`config.mk`:
```
export PLATFORM = sky130hd
export DESIGN_NAME = rom_rr_arbiter
export DESIGN_NICKNAME = d
export VERILOG_FILES = /design/src/rtl/rom_rr_arbiter.sv
export SDC_FILE = /design/constraint.sdc
export NUM_CORES = 1
export LEC_CHECK = 0
export CORE_UTILIZATION = 44
export DETAILED_ROUTE_END_ITERATION = 8
export PLACE_DENSITY = 0.92
export RECOVER_POWER = 25
export SKIP_LAST_GASP = 1
export SYNTH_ARGS = -nofsm -noshare
export SYNTH_HDL_FRONTEND = slang
export SYNTH_SLANG_ARGS = --single-unit
```
`constraint.sdc`:
```
create_clock -name clk -period 3.1 [get_ports clk]
set_input_delay 0.31 -clock clk [delete_from_list [all_inputs] [get_ports clk]]
set_output_delay 0.31 -clock clk [all_outputs]
set_load 0.02 [all_outputs]
```
`src/rtl/rom_rr_arbiter.sv`:
```
// Round-robin arbiter that shares one combinational ROM between NUM_REQ requesters.
// Optional address range checking is enabled with the ROM_ARB_RANGE_CHECK_EN macro.
module rom_rr_arbiter #(
  parameter int unsigned DATA_WIDTH = 8,
  parameter int unsigned ADDR_WIDTH = 8,
  parameter int unsigned NUM_REQ    = 4,
  parameter int unsigned ROM_DEPTH  = 256
) (
  input  logic                          clk,
  input  logic                          rst,
  input  logic [NUM_REQ-1:0]            req_valid,
  input  logic [NUM_REQ*ADDR_WIDTH-1:0] req_addr,
  output logic [NUM_REQ-1:0]            req_ready,
  output logic [NUM_REQ-1:0]            resp_valid,
  output logic [DATA_WIDTH-1:0]         resp_data,
  output logic [ADDR_WIDTH-1:0]         rom_addr,
  input  logic [DATA_WIDTH-1:0]         rom_data,
  output logic                          busy
`ifdef ROM_ARB_RANGE_CHECK_EN
  ,
  output logic                          resp_err
`endif
);

  localparam int unsigned GW        = (NUM_REQ > 1) ? $clog2(NUM_REQ) : 1;
  localparam int unsigned MAX_DEPTH = 32'd1 << ADDR_WIDTH;

  // Reject parameter sets the arbiter is not built for.
  if (NUM_REQ < 2 || NUM_REQ > 8 || ROM_DEPTH == 0 || ROM_DEPTH > MAX_DEPTH) begin : g_param_check
    $error("rom_rr_arbiter: illegal parameter combination");
  end

  typedef enum logic [1:0] {
    IDLE = 2'd0,
    READ = 2'd1,
    RESP = 2'd2
  } state_t;

  state_t              state;
  logic [GW-1:0]       grant;
  logic [GW-1:0]       last_grant;
  logic [GW-1:0]       sel;
  logic                found;
  logic [ADDR_WIDTH-1:0] sel_addr;

  // Rotating priority search starting just after the last granted requester.
  always_comb begin : pick_blk
    int unsigned   idx;
    logic [GW-1:0] cand;
    found = 1'b0;
    sel   = '0;
    idx   = 0;
    cand  = '0;
    for (int unsigned k = 1; k <= NUM_REQ; k++) begin
      idx = 32'(last_grant) + k;
      if (idx >= NUM_REQ) idx = idx - NUM_REQ;
      cand = GW'(idx);
      if (!found && req_valid[cand]) begin
        found = 1'b1;
        sel   = cand;
      end
    end
  end

  assign sel_addr = req_addr[32'(sel)*ADDR_WIDTH +: ADDR_WIDTH];

  // Accept strobe only exists while idle and out of reset.
  always_comb begin
    req_ready = '0;
    if (state == IDLE && !rst && found) req_ready[sel] = 1'b1;
  end

`ifdef ROM_ARB_RANGE_CHECK_EN
  logic in_range;
  logic err_pend;
  assign in_range = ({1'b0, sel_addr} < (ADDR_WIDTH+1)'(ROM_DEPTH));
`endif

  always_ff @(posedge clk or posedge rst) begin
    if (rst) begin
      state      <= IDLE;
      rom_addr   <= '0;
      resp_data  <= '0;
      resp_valid <= '0;
      busy       <= 1'b0;
      grant      <= '0;
      last_grant <= GW'(NUM_REQ - 1);
`ifdef ROM_ARB_RANGE_CHECK_EN
      resp_err   <= 1'b0;
      err_pend   <= 1'b0;
`endif
    end else begin
      case (state)
        IDLE: begin
          if (found) begin
`ifdef ROM_ARB_RANGE_CHECK_EN
            if (in_range) rom_addr <= sel_addr;
            err_pend <= !in_range;
`else
            rom_addr <= sel_addr;
`endif
            grant <= sel;
            busy  <= 1'b1;
            state <= READ;
          end
        end
        READ: begin
`ifdef ROM_ARB_RANGE_CHECK_EN
          resp_data <= err_pend ? '0 : rom_data;
          resp_err  <= err_pend;
`else
          resp_data <= rom_data;
`endif
          resp_valid <= NUM_REQ'(1) << grant;
          state      <= RESP;
        end
        RESP: begin
          resp_valid <= '0;
`ifdef ROM_ARB_RANGE_CHECK_EN
          resp_err   <= 1'b0;
`endif
          last_grant <= grant;
          busy       <= 1'b0;
          state      <= IDLE;
        end
        default: begin
          busy  <= 1'b0;
          state <= IDLE;
        end
      endcase
    end
  end

endmodule

```
Word level (Yosys, flattened, before mapping)
Cells that the tools add are included.
Widths: inputs -> output; s select.
- bits in registers: 27
- bits in latches: 0
- RAM bits: 0
- memory bits (read-only): 0
- input port bits: 46
- memories: 0
- add/subtract/negate cells: 8
- $mul: 0
- divide/modulo/power cells: 0
- magnitude comparators: 10
- equal/unequal tests: 3
- shift-type cells: 2
- muxes and demuxes: 28
- bitwise logic cells: 1
- reductions and logical operators: 14
- operator list (cell ; number):
    $shiftx 32x6->8 ; 1
    $mux 2 ; 9
    $lt 2x3->1 const B ; 5
    $mux 1 ; 10
    $ge 3x3->1 const B ; 3
    $bmux 1 s2 ; 4
    $pmux 4 s2 ; 1
    $sub 2x1->2 const B ; 4
    $add 2x2->3 const B ; 2
    $logic_and 1x1->1 ; 6
    $add 2x3->4 const B ; 1
    $ge 4x3->1 const B ; 1
    $logic_not 1->1 ; 4
    $mux 4 ; 1
    $pmux 2 s2 ; 1
    $reduce_and 2->1 ; 2
    $shl 1x2->4 const A ; 1
    $add 2x1->3 const B ; 1
    $demux 1 s2 ; 1
    $eq 2x1->1 const B ; 1
    $eq 2x2->1 const B ; 1
    $ge 2x1->1 const B ; 1
    $logic_not 2->1 ; 1
    $ne 2x2->1 const B ; 1
    other kinds (3) ; 3

Logic depth before layout (Yosys ltp)
- word-level depth: 20
- depth in mapped cells: 6
- gate-level depth less buffers: 6

Worst setup path after synthesis
No wires, ideal clock.
- path kind: register -> output
- start: register last_grant[0]
- end: output port req_ready[2]
- arrival: 1.729 ns
- required time: 2.790 ns
- slack: 1.061 ns
- cell stages (with the launch flop): 6
- path buffers: 1
- cells stage by stage: dfstp_2 -> or3b_1 -> o311ai_1 -> or3b_1 -> buf_6 -> nor3_1
- word-level cells in the longest chain between the ends: 20
- elaborated cells on any way between the ends: 45
- ends and longest elaborated chain (item ; line ; RTL):
    start: declaration ; 41 ; logic [GW-1:0] last_grant;
    start signal: assignment ; 87 ; last_grant <= GW'(NUM_REQ - 1);
    start signal: assignment ; 122 ; last_grant <= grant;
    $add 2x1->3 ; 55 ; idx = 32'(last_grant) + k;
    $ge 3x3->1 / $sub 2x1->2 (equally long branches) ; 56 ; if (idx >= NUM_REQ) idx = idx - NUM_REQ;
    $mux 2 ; 56 ;
    $bmux 1 s2 ; 58 ; if (!found && req_valid[cand]) begin
    $mux 1 (not written as such) ; 58 ;
    $mux 1 ; 58 ;
    $logic_not 1->1 ; 58 ;
    $logic_and 1x1->1 ; 58 ;
    [4 not listed] ; -- ;
    $logic_not 1->1 ; 58 ;
    $logic_and 1x1->1 ; 58 ;
    $mux 2 ; 58 ;
    $lt 2x3->1 (not written as such) / $ge 2x1->1 (equally long branches) ; 70 ; if (state == IDLE && !rst && found) req_ready[sel] = 1'b1;
    $logic_and 1x1->1 (not written as such) ; 70 ;
    $mux 1 (not written as such) ; 70 ;
    $demux 1 s2 ; 70 ;
    $mux 4 * ; 70 ;
    end: declaration ; 13 ; output logic [NUM_REQ-1:0] req_ready,
Every way passes the cells marked *; elsewhere a longest branch is shown, timed or not. The select of a mux whose other input is x is not followed.

Final worst setup path
- start: input port req_valid[1]
- end: output port req_ready[1]
- word-level cells in the longest chain between the ends: 17
- elaborated cells on any way between the ends: 29
- ends and longest elaborated chain (item ; line ; RTL):
    start: declaration ; 11 ; input logic [NUM_REQ-1:0] req_valid,
    $bmux 1 s2 ; 58 ;
    $mux 1 (not written as such) ; 58 ;
    $mux 1 ; 58 ;
    $logic_not 1->1 ; 58 ;
    $logic_and 1x1->1 ; 58 ;
    $mux 1 ; 58 ;
    $logic_not 1->1 ; 58 ;
    $logic_and 1x1->1 ; 58 ;
    $mux 1 ; 58 ;
    $logic_not 1->1 ; 58 ;
    $logic_and 1x1->1 ; 58 ;
    $mux 2 ; 58 ;
    $lt 2x3->1 (not written as such) / $ge 2x1->1 (equally long branches) ; 70 ;
    $logic_and 1x1->1 (not written as such) ; 70 ;
    $mux 1 (not written as such) ; 70 ;
    $demux 1 s2 ; 70 ;
    $mux 4 * ; 70 ;
Marks and branches as above.

==> impl_metrics.ini <==
[outcome]
run_status = complete, no violations

[die]
start_util = 0.461
pin_count = 71
core_area_um2 = 3360
fp.dieH_um = 61.3
rows = 21
die-area_um2 = 3760
chipWidth_um = 61.3

[finish]
synthToLayoutAreaGrowth_pct = 49.7
postLayoutCellArea_um2 = 2320
insertedDiodeCount = 0
final_net_count = 262
drive_above_1_share = 0.190
final.fill_count = 290

[clocking]
clk_pin_slew_worst_paths_ns = 0.13
clock_tree.htree_level_count = 1
cts_setup_buffers = 0
worst_skew_pair.late_latency_ns = 0.32
cts_inserted_buffers = 3
cts.path.max_buffers = 2
clk_root_buffer_cell = sky130_fd_sc_hd__clkbuf_4
postCtsResizedCells = 0
postCtsHoldBufs = 0
clock_tree_from_tritoncts = done
cts_num_sinks = 27

[power_and_ir_drop]
power.ir.vdd_worst_v = 0.000492
power.share.switching = 0.415
p_leak_nw = 0.933
report.power.total_mw = 2.06
cellInternalPower_mw = 1.20
power_frac_comb = 0.618
power.sequential.fraction = 0.309
clockPowerShare = 0.073
total_switching_power_uw = 853
power.density_cell_area_nw_per_um2 = 887

[drt]
avgViaCountPerCell = 5.16
drtAntennaViolNets = 0
drt_drc_violations_left = 0
vias = 1320
wl_per_cell_um = 14.6
drt_iter0_drc = 25
drt_wl_total_mm = 3.75
drt_pass1_iterations = 4

[sta]
max_slew_margin = 0.311
finalHoldViolations = 0
fin_max_slew_vios = 0
max_clock_freq_mhz = 370
setup-tns-final_ns = 0
final.setup_skew_ns = 0.0119
finalWorstSetupSlack_ns = 0.399
hold_slack_ns = 0.504
report.final.setup_viol = 0
rsz_0062_raised_after_global_routing = false
period_needed_ns = 2.70
post-route-period-util = 0.871
worst_pin_slew_ns = 1.03

[worst_hold_path]
worstHoldEndpoint = busy
timing.hold.worst.start = busy
hold_crit_path_type = reg2reg
timing.hold.worst_path_depth = 1

[setup_path]
regToRegStartpoint = last_grant[1]
crit_path_class = in2out
critical_path.startpoint_type = input port
cp_common_cell = sky130_fd_sc_hd__clkdlybuf4s50_1
path_delay_family = buffers and inverters
timing.critical_path.buf_inv = 2
timing.critical_path.fanout_max = 11
crit-reg2reg-capture = rom_addr[4]
cp_cell_sequence = clkdlybuf4s50_1 > o21ai_1 > and3_4 > nor3_1 > clkdlybuf4s50_1
reg2reg_slack_ns = 1.15
worst-r2r-cell-count = 6
timing.critical_path.arrival_ns = 2.39
cp-end-kind = output port
crit_slowest_cell = sky130_fd_sc_hd__clkdlybuf4s50_1
cpPeakStageDelay_ns = 0.55
cp_data_required_time_ns = 2.79

[synth]
yosysSeqAreaShare = 0.438
mean_cell_area_of_the_mapped_netlist_um2 = 11.3
yosys.area.top_type_share = 0.404
cell_with_the_most_instances_after_synthesis = sky130_fd_sc_hd__dfrtp_1
ys_async_sr_fraction = 1.00
number_of_synthesized_flops_with_an_enable_pin = 0
net_count_after_synthesis = 188
post_synth_num_cell_types = 31
netlist_top_cells_count = sky130_fd_sc_hd__dfrtp_1, sky130_fd_sc_hd__a211oi_2, sky130_fd_sc_hd__nor2_1
synth-seq-cells = 27
dominantRegCellSynth = sky130_fd_sc_hd__dfrtp_1
yosysTopAreaCell = sky130_fd_sc_hd__dfrtp_1
synth_area_leaders = sky130_fd_sc_hd__dfrtp_1, sky130_fd_sc_hd__a211oi_2, sky130_fd_sc_hd__mux2_2, sky130_fd_sc_hd__mux2i_1, sky130_fd_sc_hd__and4_1
ys.warnings.count = 0
syn_area_um2 = 1550
post_synth_inst_count = 137

[placement]
dp_hpwl_mm = 2.97
portBuffers = 70
place_area_um2 = 2290
place_ws_ns = 0.417
place.gp.congestion = 0.734

[grt]
grt_antenna_before_repair = 0
grt_pass1_wl_mm = 5.58
grt_max_degree = 28
overflow = 0
overall_track_demand_over_capacity_in_global_routing = 0.205
grt_pass1_vias = 1274

[job]
max_cap_viol_count = 0
[power groups by stage]
stage / Combinational (mW) / Clock (mW) / Sequential (mW)
final: 1.27 / 0.150 / 0.636
after global routing: 1.38 / 0.166 / 0.662
after CTS: 1.28 / 0.158 / 0.638
after detailed placement: 1.28 / 0 / 0.645
after global placement: 1.25 / 0 / 0.636
after floorplan: 0.667 / 0 / 0.789
[final cells by class]
cell class,count,area [µm²],share of cell area
Timing Repair Buffer,73,723,0.312
Multi-Input combinational cell,96,795,0.343
Tap cell,46,57.6,0.0248
Sequential cell,27,678,0.292
Clock inverter,1,5.00,0.00216
Clock buffer,3,22.5,0.00971
Inverter,10,37.5,0.0162
[cells by family after synthesis]
logic type,after synthesis,share of synthesized area
and+or+nand+nor,44,0.170
AOI/OAI and AO/OA,30,0.185
buffers and inverters,14,0.0493
DFF,27,0.438
adders and majority gates,5,0.0404
muxes,17,0.117
[worst reg2reg max path, stage by stage (launching register included)]
cell and delay [ns]:
sky130_fd_sc_hd__dfstp_2 0.58, sky130_fd_sc_hd__or3b_1 0.11, sky130_fd_sc_hd__o311ai_1 0.11, sky130_fd_sc_hd__or3b_1 0.41, sky130_fd_sc_hd__buf_4 0.20, sky130_fd_sc_hd__a211oi_1 0.33
sky130_fd_sc_hd__a211oi_1 0.09
[state kept, by name, summed over array words and instances (netlist names)]
register,count
busy,1
rom_addr,8
state,2
grant,2
resp_valid,4
resp_data,8
last_grant,2
[stage by stage]
| step | utilization | cells |
|---|---|---|
| floorplan | - | 137 |
| global placement | 0.681 | 252 |
| detailed placement | 0.681 | 252 |
| CTS | 0.689 | 256 |
| global route | 0.689 | 256 |
| finish | 0.689 | 256 |
[placed cells by master (no fill, tap or decap), types with 2 or more instances in the layout]
| cell | Yosys | final |
|---|---|---|
| sky130_fd_sc_hd__nor2_1 | 13 | 13 |
| sky130_fd_sc_hd__dfrtp_1 | 25 | 25 |
| sky130_fd_sc_hd__a211oi_1 | 2 | 2 |
| sky130_fd_sc_hd__o21ai_0 | 2 | 2 |
| sky130_fd_sc_hd__o21ai_2 | 2 | 2 |
| sky130_fd_sc_hd__mux2_2 | 9 | 9 |
| sky130_fd_sc_hd__or3b_1 | 2 | 2 |
| sky130_fd_sc_hd__nor3_1 | 4 | 4 |
| sky130_fd_sc_hd__buf_4 | 0 | 3 |
| sky130_fd_sc_hd__mux2i_1 | 8 | 8 |
| sky130_fd_sc_hd__o32ai_1 | 2 | 2 |
| sky130_fd_sc_hd__clkdlybuf4s50_1 | 0 | 69 |
| sky130_fd_sc_hd__nand2_1 | 6 | 6 |
| sky130_fd_sc_hd__dfstp_2 | 2 | 2 |
| sky130_fd_sc_hd__a211oi_2 | 14 | 14 |
| sky130_fd_sc_hd__nor2b_1 | 5 | 5 |
| sky130_fd_sc_hd__and4_1 | 8 | 8 |
| sky130_fd_sc_hd__inv_1 | 10 | 10 |
| sky130_fd_sc_hd__o21ai_1 | 4 | 4 |
| sky130_fd_sc_hd__clkbuf_4 | 0 | 3 |
| sky130_fd_sc_hd__ha_1 | 5 | 5 |
[metal layers]
| layer | vias up | wire length, µm | GRT usage |
|---|---|---|---|
| met5 | - | 0 | 0 |
| met4 | 0 | 46 | 0.0540 |
| met3 | 4 | 156 | 0.0399 |
| met2 | 35 | 1930 | 0.366 |
| met1 | 629 | 1610 | 0.254 |
| li1 | 652 | - | - |
[worst max path at each step]
stage	from	endpoint	slack, ns	cells after the start
final	req_valid[1]	req_ready[1]	0.40	5
after global routing	req_valid[1]	req_ready[1]	0.22	5
after CTS	req_valid[1]	req_ready[1]	0.42	6
after detailed placement	req_valid[1]	req_ready[1]	0.42	6
after global placement	req_valid[3]	req_ready[2]	0.47	6
after floorplan	last_grant[0]	req_ready[2]	1.06	5
No activity file was read; power rests on OpenSTA's default activity.
